[config.mk]
export PLATFORM = sky130hd
export DESIGN_NAME = in_fifo_serializer_flat
export DESIGN_NICKNAME = d
export VERILOG_FILES = /design/src/rtl/in_fifo_serializer_if.sv /design/src/rtl/in_fifo_serializer.sv /design/src/flat_wrapper.sv
export SDC_FILE = /design/constraint.sdc
export NUM_CORES = 1
export LEC_CHECK = 0
export ABC_AREA = 1
export ABC_CLOCK_PERIOD_IN_PS = 2300
export CAP_MARGIN = 20
export CORE_ASPECT_RATIO = 0.7
export CORE_UTILIZATION = 25
export CTS_CLUSTER_SIZE = 24
export DETAILED_ROUTE_END_ITERATION = 7
export GPL_TIMING_DRIVEN = 0
export HOLD_SLACK_MARGIN = 0.1
export PLACE_DENSITY_LB_ADDON = 0.15
export SLEW_MARGIN = 20
export SYNTH_ARGS = -nofsm -noshare
export SYNTH_HDL_FRONTEND = slang
export SYNTH_SLANG_ARGS = --single-unit
export TNS_END_PERCENT = 30
[constraint.sdc]
create_clock -name inClock -period 2.3 [get_ports inClock]
set_input_delay 0.46 -clock inClock [delete_from_list [all_inputs] [get_ports inClock]]
set_output_delay 0.46 -clock inClock [all_outputs]
set_load 0.05 [all_outputs]
[src/rtl/in_fifo_serializer_if.sv]
// Bus bundle between the CPU write side / Tx bit-request side and the N->1 transmit FIFO.
// The FIFO takes the slave modport.
interface in_fifo_serializer_if #(
    parameter int unsigned DATA_SIZE_BIT = 3,
    parameter int unsigned FIFO_SIZE_BIT = 4
);
    logic                          inWriteEnable;
    logic [2**DATA_SIZE_BIT-1:0]   inData;
    logic                          inReadEnable;
    logic                          outData;
    logic                          outDone;
    logic [FIFO_SIZE_BIT:0]        outFilling;
    logic                          outFull;
    logic                          outEmpty;
    logic                          outAlmostFull;
    logic                          outAlmostEmpty;
    logic                          outWriteError;
    logic                          outReadError;

    modport slave (
        input  inWriteEnable, inData, inReadEnable,
        output outData, outDone, outFilling, outFull, outEmpty,
               outAlmostFull, outAlmostEmpty, outWriteError, outReadError
    );

    modport master (
        output inWriteEnable, inData, inReadEnable,
        input  outData, outDone, outFilling, outFull, outEmpty,
               outAlmostFull, outAlmostEmpty, outWriteError, outReadError
    );
endinterface

[src/rtl/in_fifo_serializer.sv]
// Transmit FIFO: CPU writes whole words, the Tx modulator reads them back one bit per request,
// MSB first. Every access is an edge-triggered multi-cycle FSM operation.
module in_fifo_serializer #(
    parameter int unsigned DATA_SIZE_BIT = 3,
    parameter int unsigned FIFO_SIZE_BIT = 4
) (
    input logic                  inClock,
    input logic                  inReset,
    in_fifo_serializer_if.slave  bus_io
);
    localparam int unsigned DATA_WIDTH          = 2**DATA_SIZE_BIT;
    localparam int unsigned FIFO_DEPTH          = 2**FIFO_SIZE_BIT;
    localparam int unsigned ALMOST_EMPTY_OFFSET = FIFO_DEPTH / 4;
    localparam int unsigned ALMOST_FULL_OFFSET  = 3 * FIFO_DEPTH / 4;

    localparam logic [FIFO_SIZE_BIT:0] FillMax   = (FIFO_SIZE_BIT+1)'(FIFO_DEPTH);
    localparam logic [FIFO_SIZE_BIT:0] FillAEmpty = (FIFO_SIZE_BIT+1)'(ALMOST_EMPTY_OFFSET);
    localparam logic [FIFO_SIZE_BIT:0] FillAFull  = (FIFO_SIZE_BIT+1)'(ALMOST_FULL_OFFSET);
    localparam logic [DATA_SIZE_BIT-1:0] KMax     = DATA_SIZE_BIT'(DATA_WIDTH - 1);

    typedef enum logic [3:0] {
        StIdle,
        StWCheck,
        StRCheck,
        StWRCheck,
        StWrite,
        StRead,
        StReadWrite,
        StWError,
        StRError,
        StDone
    } state_e;

    state_e                    state_q;
    logic [FIFO_SIZE_BIT-1:0]  wr_ptr_q;
    logic [FIFO_SIZE_BIT-1:0]  rd_ptr_q;
    logic [DATA_SIZE_BIT-1:0]  k_q;
    logic [FIFO_SIZE_BIT:0]    filling_q;
    logic                      data_q;
    logic                      done_q;
    logic                      wr_err_q;
    logic                      rd_err_q;
    logic                      prev_w_q;
    logic                      prev_r_q;
    logic [DATA_WIDTH-1:0]     mem_q [FIFO_DEPTH];

    logic start_w;
    logic start_r;
    logic full;
    logic empty;
    logic word_done;
    logic head_bit;

    assign start_w   = bus_io.inWriteEnable & ~prev_w_q;
    assign start_r   = bus_io.inReadEnable & ~prev_r_q;
    assign full      = (filling_q == FillMax);
    assign empty     = (filling_q == '0);
    assign word_done = (k_q == KMax);
    assign head_bit  = mem_q[rd_ptr_q][KMax - k_q];

    always_ff @(posedge inClock) begin
        if (inReset) begin
            state_q   <= StIdle;
            wr_ptr_q  <= '0;
            rd_ptr_q  <= '0;
            k_q       <= '0;
            filling_q <= '0;
            data_q    <= 1'b0;
            done_q    <= 1'b0;
            wr_err_q  <= 1'b0;
            rd_err_q  <= 1'b0;
            prev_w_q  <= 1'b0;
            prev_r_q  <= 1'b0;
        end else begin
            prev_w_q <= bus_io.inWriteEnable;
            prev_r_q <= bus_io.inReadEnable;
            done_q   <= 1'b0;
            unique case (state_q)
                StIdle: begin
                    if (start_r && start_w)  state_q <= StWRCheck;
                    else if (start_r)        state_q <= StRCheck;
                    else if (start_w)        state_q <= StWCheck;
                end
                StWCheck: state_q <= full ? StWError : StWrite;
                StRCheck: state_q <= empty ? StRError : StRead;
                StWRCheck: begin
                    if (empty) begin
                        rd_err_q <= 1'b1;
                        state_q  <= StWrite;
                    end else begin
                        state_q  <= StReadWrite;
                    end
                end
                StWrite: begin
                    mem_q[wr_ptr_q] <= bus_io.inData;
                    wr_ptr_q  <= wr_ptr_q + 1'b1;
                    filling_q <= filling_q + 1'b1;
                    wr_err_q  <= 1'b0;
                    done_q    <= 1'b1;
                    state_q   <= StDone;
                end
                StRead: begin
                    data_q   <= head_bit;
                    rd_err_q <= 1'b0;
                    if (word_done) begin
                        k_q       <= '0;
                        rd_ptr_q  <= rd_ptr_q + 1'b1;
                        filling_q <= filling_q - 1'b1;
                    end else begin
                        k_q <= k_q + 1'b1;
                    end
                    done_q  <= 1'b1;
                    state_q <= StDone;
                end
                StReadWrite: begin
                    // Count is unchanged since the check state, so full here equals full at check.
                    data_q   <= head_bit;
                    rd_err_q <= 1'b0;
                    wr_err_q <= full;
                    if (!full) begin
                        mem_q[wr_ptr_q] <= bus_io.inData;
                        wr_ptr_q <= wr_ptr_q + 1'b1;
                    end
                    if (word_done) begin
                        k_q      <= '0;
                        rd_ptr_q <= rd_ptr_q + 1'b1;
                    end else begin
                        k_q <= k_q + 1'b1;
                    end
                    if (!full && !word_done)      filling_q <= filling_q + 1'b1;
                    else if (full && word_done)   filling_q <= filling_q - 1'b1;
                    done_q  <= 1'b1;
                    state_q <= StDone;
                end
                StWError: begin
                    wr_err_q <= 1'b1;
                    state_q  <= StIdle;
                end
                StRError: begin
                    rd_err_q <= 1'b1;
                    state_q  <= StIdle;
                end
                StDone:  state_q <= StIdle;
                default: state_q <= StIdle;
            endcase
        end
    end

    assign bus_io.outData        = data_q;
    assign bus_io.outDone        = done_q;
    assign bus_io.outFilling     = filling_q;
    assign bus_io.outFull        = full;
    assign bus_io.outEmpty       = empty;
    assign bus_io.outAlmostFull  = (filling_q >= FillAFull);
    assign bus_io.outAlmostEmpty = (filling_q <= FillAEmpty);
    assign bus_io.outWriteError  = wr_err_q;
    assign bus_io.outReadError   = rd_err_q;
endmodule

[src/flat_wrapper.sv]
// flat-port wrapper written by rule: the top's interface ports become plain ports
module in_fifo_serializer_flat 
#(
    parameter int unsigned DATA_SIZE_BIT = 3,
    parameter int unsigned FIFO_SIZE_BIT = 4
)
  (inClock, inReset, bus_io_inWriteEnable, bus_io_inData, bus_io_inReadEnable, bus_io_outData, bus_io_outDone, bus_io_outFilling, bus_io_outFull, bus_io_outEmpty, bus_io_outAlmostFull, bus_io_outAlmostEmpty, bus_io_outWriteError, bus_io_outReadError);
  in_fifo_serializer_if #(.DATA_SIZE_BIT(DATA_SIZE_BIT), .FIFO_SIZE_BIT(FIFO_SIZE_BIT)) bus_io_i ();
  input logic inClock;
  input logic inReset;
  input wire logic [$bits(bus_io_i.inWriteEnable)-1:0] bus_io_inWriteEnable;
  input wire logic [$bits(bus_io_i.inData)-1:0] bus_io_inData;
  input wire logic [$bits(bus_io_i.inReadEnable)-1:0] bus_io_inReadEnable;
  output wire logic [$bits(bus_io_i.outData)-1:0] bus_io_outData;
  output wire logic [$bits(bus_io_i.outDone)-1:0] bus_io_outDone;
  output wire logic [$bits(bus_io_i.outFilling)-1:0] bus_io_outFilling;
  output wire logic [$bits(bus_io_i.outFull)-1:0] bus_io_outFull;
  output wire logic [$bits(bus_io_i.outEmpty)-1:0] bus_io_outEmpty;
  output wire logic [$bits(bus_io_i.outAlmostFull)-1:0] bus_io_outAlmostFull;
  output wire logic [$bits(bus_io_i.outAlmostEmpty)-1:0] bus_io_outAlmostEmpty;
  output wire logic [$bits(bus_io_i.outWriteError)-1:0] bus_io_outWriteError;
  output wire logic [$bits(bus_io_i.outReadError)-1:0] bus_io_outReadError;
  assign bus_io_i.inWriteEnable = bus_io_inWriteEnable;
  assign bus_io_i.inData = bus_io_inData;
  assign bus_io_i.inReadEnable = bus_io_inReadEnable;
  assign bus_io_outData = bus_io_i.outData;
  assign bus_io_outDone = bus_io_i.outDone;
  assign bus_io_outFilling = bus_io_i.outFilling;
  assign bus_io_outFull = bus_io_i.outFull;
  assign bus_io_outEmpty = bus_io_i.outEmpty;
  assign bus_io_outAlmostFull = bus_io_i.outAlmostFull;
  assign bus_io_outAlmostEmpty = bus_io_i.outAlmostEmpty;
  assign bus_io_outWriteError = bus_io_i.outWriteError;
  assign bus_io_outReadError = bus_io_i.outReadError;
  in_fifo_serializer #(.DATA_SIZE_BIT(DATA_SIZE_BIT), .FIFO_SIZE_BIT(FIFO_SIZE_BIT)) u_core (.inClock(inClock), .inReset(inReset), .bus_io(bus_io_i));
endmodule
==> flow_metrics.tcl <==
set metrics [dict create \
    dp.cells 1023 \
    rsz0062_at_grt "yes" \
    syn_to_final_growth_pct 25.2 \
    core-area_mm2 0.0261 \
    num_rows 49 \
    ctsHoldBuffers 0 \
    drtPass1Iterations 5 \
    antenna_found_initial 0 \
    synthCells 642 \
    ir_drop_mv 0.505 \
    wl_per_cell_um 17.8 \
    cp_max_fo 8 \
    path_class "reg2reg" \
    dieHeight_um 139 \
    cts_buffers 17 \
    cts_root_buf "clkbuf_16" \
    final_util_pct 32.3 \
    synth_seq_cells 158 \
    fmaxAchievable_mhz 429 \
    hold_class "reg2reg" \
    port_buffers 24 \
    max-slew-margin-rel_pct 47.9 \
    final-hold-violation-count 0 \
    clk_pin_slew_ps 70 \
    yosysUniqueCellTypes 32 \
    totalWireLength_um 19000 \
    die_area_mm2 0.0276 \
    post-dp-hpwl_um 13000 \
    required_ps 2440 \
    die_x_um 198 \
    cp-start-kind "register" \
    tightestPinTransition_ps 781 \
    status "finished, violations left" \
    post-synth-top-area-cell "edfxtp_1" \
    cts.sinks 158 \
    syn-cell-area_mm2 0.00672 \
    finalMaxSlewViolations 0 \
    detail_route.vias_per_cell 4.56 \
    drive_above_1_share_pct 14.9 \
    period_share_pct 101 \
    p_leak_nw 2.96 \
    synth_nets 664 \
    synth_area_leaders "edfxtp_1 (57%), nand3_1 (9.7%), nand2_1 (9.5%), dfxtp_1 (8.9%), inv_1 (2.1%)" \
    powerDensity_mw_per_mm2 874 \
    grt_pass1_wl_um 28300 \
    initialDrtViolationCount 353 \
    ant_nets 0 \
    antenna_cells 0 \
    failed_checks "setup timing" \
    htreeDepth 4 \
    end_kind "register" \
    design_area_mm2 0.00841 \
    grt_pass1_vias 4697 \
    synth_top_area_share_pct 57.2 \
    clkLatencyLatePin_ps 430 \
    drc 0 \
    skew_ps 12.9 \
    instances_no_fill 1068 \
    synth.avg_cell_area_um2 10.5 \
    layout_min_cycle_time_ps 2330 \
    grt_overflow 0 \
    ys_warn_count 0 \
    synth-main-ff-cell "edfxtp_1" \
    tns_ps -1170 \
    setup_ws_ps -33.6 \
    setup_viol 79 \
    ios 25 \
    total_power_mw 7.35 \
    maxCapViolations 0 \
    ys_async_sr_fraction_pct 0 \
    place_area_mm2 0.00741 \
    cts_max_path_buffers 2 \
    seq_area_frac_synth_pct 66.1 \
    final_nets 720 \
    gp_congestion 0.777 \
    cts_tree "done" \
    synth_edf_count 128 \
    grt_util_all_layers_pct 14.2 \
    initial_core_util_pct 25.8 \
    arrival_ps 2470 \
    grt_max_degree 17 \
    route.vias.total 4866 \
]
[registers in the layout (all words and copies together), names as in the netlist, 3 cells and up, named ones only]
| name | flops |
|---|---|
| u_core.rd_ptr_q | 4 |
| u_core.bus_io.outFilling | 5 |
| u_core.mem_q | 128 |
| u_core.state_q | 4 |
| u_core.wr_ptr_q | 4 |
| u_core.k_q | 3 |
[stage by stage]
step / hold WS (ps) / worst slack [ps]
5_1_grt: 503 / -160
3_5_place_dp: 458 / -508
4_1_cts: 469 / -166
6_report: 465 / -33.6
2_1_floorplan: 472 / -10.5
3_3_place_gp: 458 / -527
[path summary, 6_finish.rpt]
check / startpoint / endpoint / slack [ps] / depth (start not counted)
setup / recovery: u_core.bus_io.outFilling[0] / u_core.mem_q[5][1] / -30 / 10
hold / removal: u_core.bus_io.outReadError / u_core.bus_io.outReadError / 460 / 2
setup reg to reg: u_core.bus_io.outFilling[0] / u_core.mem_q[5][1] / -30 / 10
hold reg to reg: u_core.bus_io.outReadError / u_core.bus_io.outReadError / 460 / 2
[per-layer routing]
layer  GRT usage, %  vias to the layer above  routed length [µm]
li1               -                     2329                   -
met1           21.9                     2410                9900
met2           20.0                      116                7950
met3           2.87                       11                 995
met4           3.43                        0                 129
met5              0                        -                   0
[report_power, final]
part	switching (mW)	leakage [nW]	internal, mW
Combinational	0.794	1.25	0.348
Clock	1.21	0.312	1.73
Sequential	0.0836	1.39	3.19
[worst max-delay path, cell delays in order, from the launching register on]
cell     delay, ps
dfxtp_2        370
inv_1          120
ha_1           240
nand2_2        110
nor2_4          60
nand2_1         80
nand3_1        160
nor2_1         210
nand2_1        310
nor2_4         230
buf_12         160
[cell type report]
cell class,count,area [µm²]
Clock buffer,22,551
Clock inverter,10,82.6
Timing Repair Buffer,37,477
Multi-Input combinational cell,415,2110
Inverter,42,158
Tap cell,357,447
Buffer,27,143
Fill cell,2606,17600
Sequential cell,158,4450
[kinds of logic (layout without fill, tap and decap cells)]
kind of cell	count (synthesis)	after routing	share of synthesized area (%)
compound gates	41	41	3.28
flops	158	158	66.1
buf+inv	69	138	4.47
simple gates	362	362	24.0
xor+xnor	2	2	0.261
fa+ha+maj	10	10	1.86
[cells in the final DEF, fill, tap and decap left out, types with 2 or more instances in the layout]
master	instances
inv_2	5
edfxtp_1	128
nand4_1	2
buf_12	12
nor2_1	20
dfxtp_1	28
nand2_2	5
o21ai_1	3
clkinv_4	2
nor4_1	2
xor2_1	2
o21ai_0	15
nand3_1	129
inv_1	37
dfxtp_2	2
nand2_1	170
ha_1	10
nor2_2	2
clkdlybuf4s50_1	20
nor2_4	19
clkbuf_16	22
a21oi_1	19
inv_6	4
clkbuf_1	6
nor3_1	7
buf_2	16
buf_4	5
[what timing repair did]
action	CTS	global route
endpoints found under the setup margin	132	131
setup buffers	6	7
gates resized for setup	38	8
pin swaps	5	7
[cells in the mapped netlist (2+ instances only)]
master	count
o21ai_1	2
clkbuf_1	6
nand2_1	170
buf_2	15
nor2_1	36
inv_2	5
buf_4	4
nand4_1	2
nor4_1	2
ha_1	10
nand3_1	130
inv_1	37
nor2_4	3
edfxtp_1	128
nor3_1	7
nor2_2	2
nand2_2	5
o21ai_0	16
dfxtp_1	30
xor2_1	2
a21oi_1	19
No activity file was read; power rests on OpenSTA's default activity.
